## config.mk

```make
export PLATFORM = sky130hd
export DESIGN_NAME = axi_arbiter_w
export DESIGN_NICKNAME = d
export VERILOG_FILES = /design/src/rtl/axi_arbiter_w.sv
export SDC_FILE = /design/constraint.sdc
export NUM_CORES = 1
export LEC_CHECK = 0
export CAP_MARGIN = 10
export CELL_PAD_IN_SITES_DETAIL_PLACEMENT = 0
export CELL_PAD_IN_SITES_GLOBAL_PLACEMENT = 2
export CORE_UTILIZATION = 41
export DETAILED_ROUTE_END_ITERATION = 7
export DONT_BUFFER_PORTS = 1
export PLACE_DENSITY = 0.8
export SLEW_MARGIN = 20
export SYNTH_ARGS = -nofsm -noshare
export SYNTH_HDL_FRONTEND = slang
export SYNTH_SLANG_ARGS = --single-unit
```

## constraint.sdc

```tcl
create_clock -name ACLK -period 4 [get_ports ACLK]
set_input_delay 0.6 -clock ACLK [delete_from_list [all_inputs] [get_ports ACLK]]
set_output_delay 0.6 -clock ACLK [all_outputs]
set_load 0.02 [all_outputs]
```

## src/rtl/axi_arbiter_w.sv

```systemverilog
// Round-robin write-channel arbiter for a 4-master AXI interconnect.
// Holds one master's grant from AW through all W beats to B, and flags W burst-length mismatches.
module axi_arbiter_w (
    input  logic       ACLK,
    input  logic       ARESETn,
    input  logic       m0_AWVALID,
    input  logic       m1_AWVALID,
    input  logic       m2_AWVALID,
    input  logic       m3_AWVALID,
    input  logic       s_AWREADY,
    input  logic [7:0] m_AWLEN,
    input  logic       m_WVALID,
    input  logic       m_WLAST,
    input  logic       s_WREADY,
    input  logic       s_BVALID,
    input  logic       m_BREADY,
    output logic       m0_wgrnt,
    output logic       m1_wgrnt,
    output logic       m2_wgrnt,
    output logic       m3_wgrnt,
    output logic       w_phase,
    output logic       busy,
    output logic       wlast_err
);

    typedef enum logic [1:0] {
        IDLE = 2'd0,
        ADDR = 2'd1,
        DATA = 2'd2,
        RESP = 2'd3
    } state_t;

    state_t     state, state_n;
    logic [1:0] owner, owner_n;
    logic [1:0] rr_ptr, rr_ptr_n;
    logic [7:0] len, len_n;
    logic [7:0] cnt, cnt_n;
    logic       err_n;

    logic [3:0] req;
    logic [3:0] grant;
    logic [1:0] win;
    logic       win_vld;
    logic [1:0] idx;
    logic       aw_hs, w_beat, b_hs;

    assign req    = {m3_AWVALID, m2_AWVALID, m1_AWVALID, m0_AWVALID};
    assign aw_hs  = req[owner] & s_AWREADY;
    assign w_beat = m_WVALID & s_WREADY;
    assign b_hs   = s_BVALID & m_BREADY;

    // Scan rr_ptr+1 .. rr_ptr+4 (mod 4); the last-serviced master ends up lowest priority.
    always_comb begin
        win     = rr_ptr;
        win_vld = 1'b0;
        idx     = '0;
        for (int unsigned i = 1; i <= 4; i++) begin
            idx = rr_ptr + 2'(i);
            if (!win_vld && req[idx]) begin
                win     = idx;
                win_vld = 1'b1;
            end
        end
    end

    always_comb begin
        state_n  = state;
        owner_n  = owner;
        rr_ptr_n = rr_ptr;
        len_n    = len;
        cnt_n    = cnt;
        err_n    = 1'b0;
        case (state)
            IDLE: begin
                if (win_vld) begin
                    owner_n = win;
                    state_n = ADDR;
                end
            end
            ADDR: begin
                if (aw_hs) begin
                    len_n   = m_AWLEN;
                    cnt_n   = '0;
                    state_n = DATA;
                end
            end
            DATA: begin
                if (w_beat) begin
                    if (cnt != '1)
                        cnt_n = cnt + 8'd1;
                    // cnt is the index of the current beat; the closing beat must have index len.
                    if (m_WLAST) begin
                        err_n   = (cnt != len);
                        state_n = RESP;
                    end else begin
                        err_n = (cnt == len);
                    end
                end
            end
            RESP: begin
                if (b_hs) begin
                    rr_ptr_n = owner;
                    state_n  = IDLE;
                end
            end
            default: state_n = IDLE;
        endcase
    end

    always_ff @(posedge ACLK or negedge ARESETn) begin
        if (!ARESETn) begin
            state     <= IDLE;
            owner     <= '0;
            rr_ptr    <= 2'd3;
            len       <= '0;
            cnt       <= '0;
            wlast_err <= 1'b0;
        end else begin
            state     <= state_n;
            owner     <= owner_n;
            rr_ptr    <= rr_ptr_n;
            len       <= len_n;
            cnt       <= cnt_n;
            wlast_err <= err_n;
        end
    end

    assign grant    = (state != IDLE) ? (4'b0001 << owner) : '0;
    assign m0_wgrnt = grant[0];
    assign m1_wgrnt = grant[1];
    assign m2_wgrnt = grant[2];
    assign m3_wgrnt = grant[3];
    assign w_phase  = (state == DATA);
    assign busy     = (state != IDLE);

endmodule

```

==> results of run 1 <==
==> through the flow <==
step                      instance area, um2  setup slack [ns]  hold slack [ns]  power (uW)
after global placement                  1460              1.71            0.305         873
after detailed placement                1460              1.62            0.305         895
final                                   1490              1.60            0.101        1000
after CTS                               1500              1.59           0.0906        1010
after floorplan                         1430              2.16            0.304         827
after global routing                    1490              1.38           0.0669        1080
==> cells by family after synthesis <==
| family | share of synthesized area |
|---|---|
| AOI/OAI and AO/OA | 0.118 |
| xor gates and xnor gates | 0.0550 |
| adders and majority gates | 0.0436 |
| buffers and inverters | 0.0366 |
| DFF | 0.403 |
| muxes | 0.110 |
| and+or+nand+nor | 0.234 |
==> where the power goes <==
group	total (uW)	switching (uW)	internal (uW)
combinational	471	256	216
clock	113	75.1	37.5
sequential	421	96.3	324
==> worst max path at each step <==
stage	to	cells after the start
final	cnt[0]	7
after global routing	cnt[4]	7
after CTS	cnt[0]	7
after detailed placement	cnt[0]	7
after global placement	cnt[0]	7
after floorplan	m1_wgrnt	3
==> final cells by class <==
type | instances | area [um2] | share of cell area
multi-input cells | 113 | 803 | 0.539
flip-flops and latches | 23 | 578 | 0.388
well taps | 46 | 57.6 | 0.0386
clock buffers | 3 | 22.5 | 0.0151
inverters | 5 | 18.8 | 0.0126
clock inverters | 1 | 5.00 | 0.00336
repair buffers | 1 | 5.00 | 0.00336
==> metal layers <==
| layer | share of wire | global-route usage |
|---|---|---|
| met1 | 0.49 | 0.260 |
| met2 | 0.43 | 0.250 |
| met3 | 0.062 | 0.0315 |
| met4 | 0.015 | 0.0682 |
| met5 | 0 | 0 |
==> synthesized netlist by cell type, types with 2 or more instances <==
master	n
a21o_1	2
a21oi_1	6
a31oi_1	2
and2_1	2
buf_6	2
clkbuf_1	3
dfrtp_1	21
dfstp_2	2
ha_1	5
inv_1	5
mux2_2	10
mux2i_1	3
nand2_1	13
nand2b_1	3
nand3_1	7
nand4_1	5
nor2_1	8
nor2b_1	2
nor3_1	4
nor3_2	2
nor3b_1	3
nor4_1	2
o21ai_0	7
o31ai_1	2
xnor2_1	9
==> critical path, delay by kind of cell (launching register included) <==
| kind | cells | cell delay, ns |
|---|---|---|
| AND/OR/NAND/NOR | 3 | 0.76 |
| adder cells (fa/ha/maj) | 1 | 0.63 |
| flip-flops | 1 | 0.42 |
| buffers and inverters | 2 | 0.40 |
| AO/OA/AOI/OAI | 1 | 0.13 |
==> sequential cells by signal, indices dropped and copies added (netlist names) <==
register	flops
cnt	8
wlast_err	1
rr_ptr	2
len	8
state	2
owner	2
==> what timing repair did <==
item / 4_1_cts / 5_1_grt
endpoints found under the setup margin: 0 / 0
hold buffers: 1 / 0
endpoints found under the hold margin: 21 / 0
==> results.yml, run 1 <==
outcome:
  status: "finished clean"
routing:
  avgViaCountPerCell: 5.53
  drtIter0Drc: 19
  wirelength_um: 2990
  first_pass_iters: 4
  ant_nets: 0
  drt-wirelength-per-cell_um: 15.6
  route.detailed.drc: 0
  dr_total_vias: 1061
setup_path:
  critPathMostFrequentCell: "inv_1"
  cp.arrival_ns: 2.67
  cp-end-kind: "register"
  cp_data_required_time_ns: 4.26
  start_kind: "register"
  path_max_fanout: 15
  slowest_stage: "ha_1"
  path_class: "reg2reg"
  reg2regPathDepth: 7
  crit_chain: "inv_1 -> ha_1 -> inv_1 -> nor2_1 -> o31ai_4 -> or4_1 -> nand3_1"
  critPathLaunch: "state[0]"
  r2r_end: "cnt[0]"
  crit_path_max_incr_delay_ns: 0.63
  reg2reg_setup_slack_ns: 1.60
  r2r-start: "state[0]"
job:
  drv_cap: 0
cells_and_area:
  final_cell_mix: "21 x dfrtp_1, 13 x nand2_1, 10 x mux2_2, 9 x xnor2_1, 8 x nor2_1"
  finalNetCount: 172
  layout_commonest_cell: "dfrtp_1"
  diodes: 0
  drive_gt1_frac: 0.178
  area_growth_pct: 3.93
  final_cells: 192
  postLayoutCoreUtil: 0.447
  fillers: 348
sta:
  tns_ns: 0
  fmax_mhz: 417
  timing.final.max_slew_violations: 0
  worstMarginPinSlew_ns: 0.708
  skew_ns: 0.00395
  finalHoldViolCount: 0
  max_slew_margin: 0.528
  min_period_ns: 2.40
  grt_setup_unrepaired: "false"
  setup_violations: 0
  post-route-period-util: 0.600
synth:
  synth_area_leaders: "dfrtp_1 37%, mux2_2 7.9%, xnor2_1 5.5%, ha_1 4.4%, dfstp_2 3.7%"
  netlist_area_um2: 1430
  yosysSeqAreaShare: 0.403
  synth-edff-count: 0
  async_flop_share: 1.00
  synth_top_area_share: 0.366
  synth.ff_latch_count: 23
  synth_nets: 171
  yosysWarningCount: 0
  ys_types: 41
  synth_area_leader_cell: "dfrtp_1"
  avgSynthCellArea_um2: 9.82
  synth_cells: 146
  synthFlopType: "dfrtp_1"
floorplanning:
  die_h_um: 61.1
  die-area_um2: 3740
  initial_core_util: 0.430
  fp.dieW_um: 61.1
  rows: 21
  coreArea_um2: 3340
  io_pins: 27
cts:
  htree_levels: 1
  cts_tree: "done"
  root_buffer: "clkbuf_4"
  clk_path_buf_depth: 2
  cts-resized-gates: 0
  cts_setup_buffers: 0
  path_clk_slew_ns: 0.13
  cts_sinks: 23
  cts-buffers-inserted: 3
  clock_latency_ns: 0.32
placed_design:
  dp_cells: 187
  dp_hpwl_um: 2180
  place_congestion: 0.808
  port-buffer-count: 0
hold_path:
  hold_path.class: "in2async"
grt:
  grt_pass1_wl_um: 4700
  track_usage: 0.175
  grt_max_degree: 22
  grt_pass1_vias: 972
  antenna_found_initial: 0
  grt-ovfl-total: 0
power_and_ir_drop:
  ir_worst_vdd_mv: 0.330
  power.density_nw_per_um2: 674
  p_leak_uw: 0.000603
Note: power is estimated with default switching activity, not from simulation.
==> run 2: changes to the inputs <==
--- a/config.mk
+++ b/config.mk
@@ -8,10 +8,10 @@
 export CAP_MARGIN = 10
 export CELL_PAD_IN_SITES_DETAIL_PLACEMENT = 0
 export CELL_PAD_IN_SITES_GLOBAL_PLACEMENT = 2
-export CORE_UTILIZATION = 41
+export CORE_UTILIZATION = 38
 export DETAILED_ROUTE_END_ITERATION = 7
 export DONT_BUFFER_PORTS = 1
-export PLACE_DENSITY = 0.8
+export PLACE_DENSITY = 0.75
 export SLEW_MARGIN = 20
 export SYNTH_ARGS = -nofsm -noshare
 export SYNTH_HDL_FRONTEND = slang
==> constraint.sdc (replaced) <==
create_clock -name ACLK -period 2.4 [get_ports ACLK]
set_input_delay 0.36 -clock ACLK [delete_from_list [all_inputs] [get_ports ACLK]]
set_output_delay 0.36 -clock ACLK [all_outputs]
set_load 0.02 [all_outputs]
==> results.yml, run 2 (synthesis results as in run 1) <==
setup_path:
  r2r_end: "cnt[3]"
  reg2regPathDepth: 7
  cp_data_required_time_ns: 2.04
  crit_path_max_incr_delay_ns: 0.56
  crit_cells: 3
  reg2reg_setup_slack_ns: 0.44
  critPathTopFamily: "simple AND/OR/NAND/NOR gates"
  critPathLaunch: "state[0]"
  cp.arrival_ns: 1.63
  path_max_fanout: 8
  crit_chain: "inv_1 -> ha_1 -> nor3_1"
  slowest_stage: "nor3_1"
  crit_path_end: "m0_wgrnt"
  path_class: "reg2out"
  start_kind: "register"
  r2r-start: "state[0]"
  cp-end-kind: "primary output"
  worst-path-buf-inv: 1
cells_and_area:
  diodes: 0
  largestRegisters: "cnt: 8 flops, len: 8 flops"
  fillers: 363
  final_cell_mix: "21 x dfrtp_1, 13 x nand2_1, 10 x mux2_2, 9 x xnor2_1, 8 x nor2_1"
  layout_commonest_cell: "dfrtp_1"
  area_growth_pct: 9.60
  drive_gt1_frac: 0.204
  finalNetCount: 178
sta:
  timing.final.max_slew_violations: 0
  skew_ns: 0.00891
  tns_ns: 0
  worstMarginPinSlew_ns: 0.609
  max_slew_margin: 0.591
  setup_violations: 0
  finalHoldViolCount: 0
  grt_setup_unrepaired: "false"
  min_period_ns: 1.99
  fmax_mhz: 503
  finalWorstSetupSlack_ns: 0.411
  post-route-period-util: 0.829
job:
  drv_cap: 0
placed_design:
  dp_hpwl_um: 2260
  place_ws_ns: 0.432
  place_congestion: 0.792
  port-buffer-count: 0
power_and_ir_drop:
  ir_worst_vdd_mv: 0.458
  p_leak_uw: 0.000646
  swShare: 0.409
  comb_power_share: 0.478
  pwr-share-clk: 0.138
  p_sw_uw: 739
  sequentialPowerShare: 0.384
  power.density_nw_per_um2: 1150
  p_int_uw: 1070
grt:
  grt_pass1_vias: 1100
  grt_pass1_wl_um: 5130
  track_usage: 0.164
  grt_max_degree: 24
  antenna_found_initial: 0
  grt-ovfl-total: 0
routing:
  dr_total_vias: 1070
  avgViaCountPerCell: 5.40
  drt-wirelength-per-cell_um: 15.4
  drtIter0Drc: 23
  route.detailed.drc: 0
  ant_nets: 0
  wirelength_um: 3040
  first_pass_iters: 4
cts:
  cts_tree: "done"
  clk_path_buf_depth: 2
  cts-resized-gates: 0
  path_clk_slew_ns: 0.09
  cts_setup_buffers: 0
  cts-buffers-inserted: 3
  cts_sinks: 23
  postCtsHoldBufs: 2
  clock_latency_ns: 0.27
  htree_levels: 1
  root_buffer: "clkbuf_8"
hold_path:
  hold_path.class: "in2reg"
floorplanning:
  fp.dieW_um: 63.4
  coreArea_um2: 3470
  io_pins: 27
  die-area_um2: 4020
  die_h_um: 63.4
  initial_core_util: 0.413
  rows: 21
outcome:
  status: "finished clean"
-- run 2: changes by cell type in the layout (fill, tap and decap cells not counted), sizes merged --
cell and change:
buf +5, dlygate4sd3 +1
-- run 2: power by group through the flow --
stage | clock network, uW | logic [uW] | registers, uW
after global routing | 274 | 959 | 720
after global placement | 0 | 841 | 691
after detailed placement | 0 | 850 | 704
after floorplan | 0 | 736 | 642
after CTS | 256 | 871 | 695
final | 250 | 863 | 695
-- run 2: worst min path at each step --
stage / startpoint / to / cells after the start
after floorplan: ARESETn / cnt[0] / 0
after global placement: ARESETn / owner[0] / 0
after detailed placement: ARESETn / owner[0] / 0
after CTS: m_AWLEN[6] / len[6] / 1
after global routing: m_AWLEN[6] / len[6] / 1
final: m_AWLEN[0] / len[0] / 1
-- run 2: layer usage --
layer	GRT usage	wire [um]	vias to the layer above
li1	-	-	534
met1	0.235	1580	508
met2	0.250	1320	22
met3	0.0272	103	6
met4	0.0540	42	0
met5	0	0	-
-- run 2: cell type report --
cell class                 count  area, um2  share of cell area
clock buffer                   3       41.3              0.0263
clock inverter                 1       5.00             0.00318
inverter                       5       18.8              0.0119
multi-input combinational    113        803               0.511
sequential                    23        578               0.368
tap                           46       57.6              0.0366
timing repair buffer           7       67.6              0.0430
-- run 2: metrics by stage --
step                      total power (uW)   util  cell area (um2)  std cells  hold slack, ns
after floorplan                       1380      -             1430        146          0.0644
after global placement                1530  0.431             1500        192          0.0650
after detailed placement              1550  0.431             1500        192          0.0653
after CTS                             1820  0.453             1570        198           0.236
after global routing                  1950  0.453             1570        198           0.225
final                                 1810  0.453             1570        198           0.240
-- run 2: worst reg2reg max path: cells and delay by family, from the launching register on --
| family | cells | cell delay [ns] |
|---|---|---|
| compound gates | 2 | 0.54 |
| flops | 1 | 0.40 |
| buf+inv | 2 | 0.31 |
| fa+ha+maj | 1 | 0.23 |
| mux | 1 | 0.23 |
| simple gates | 1 | 0.13 |
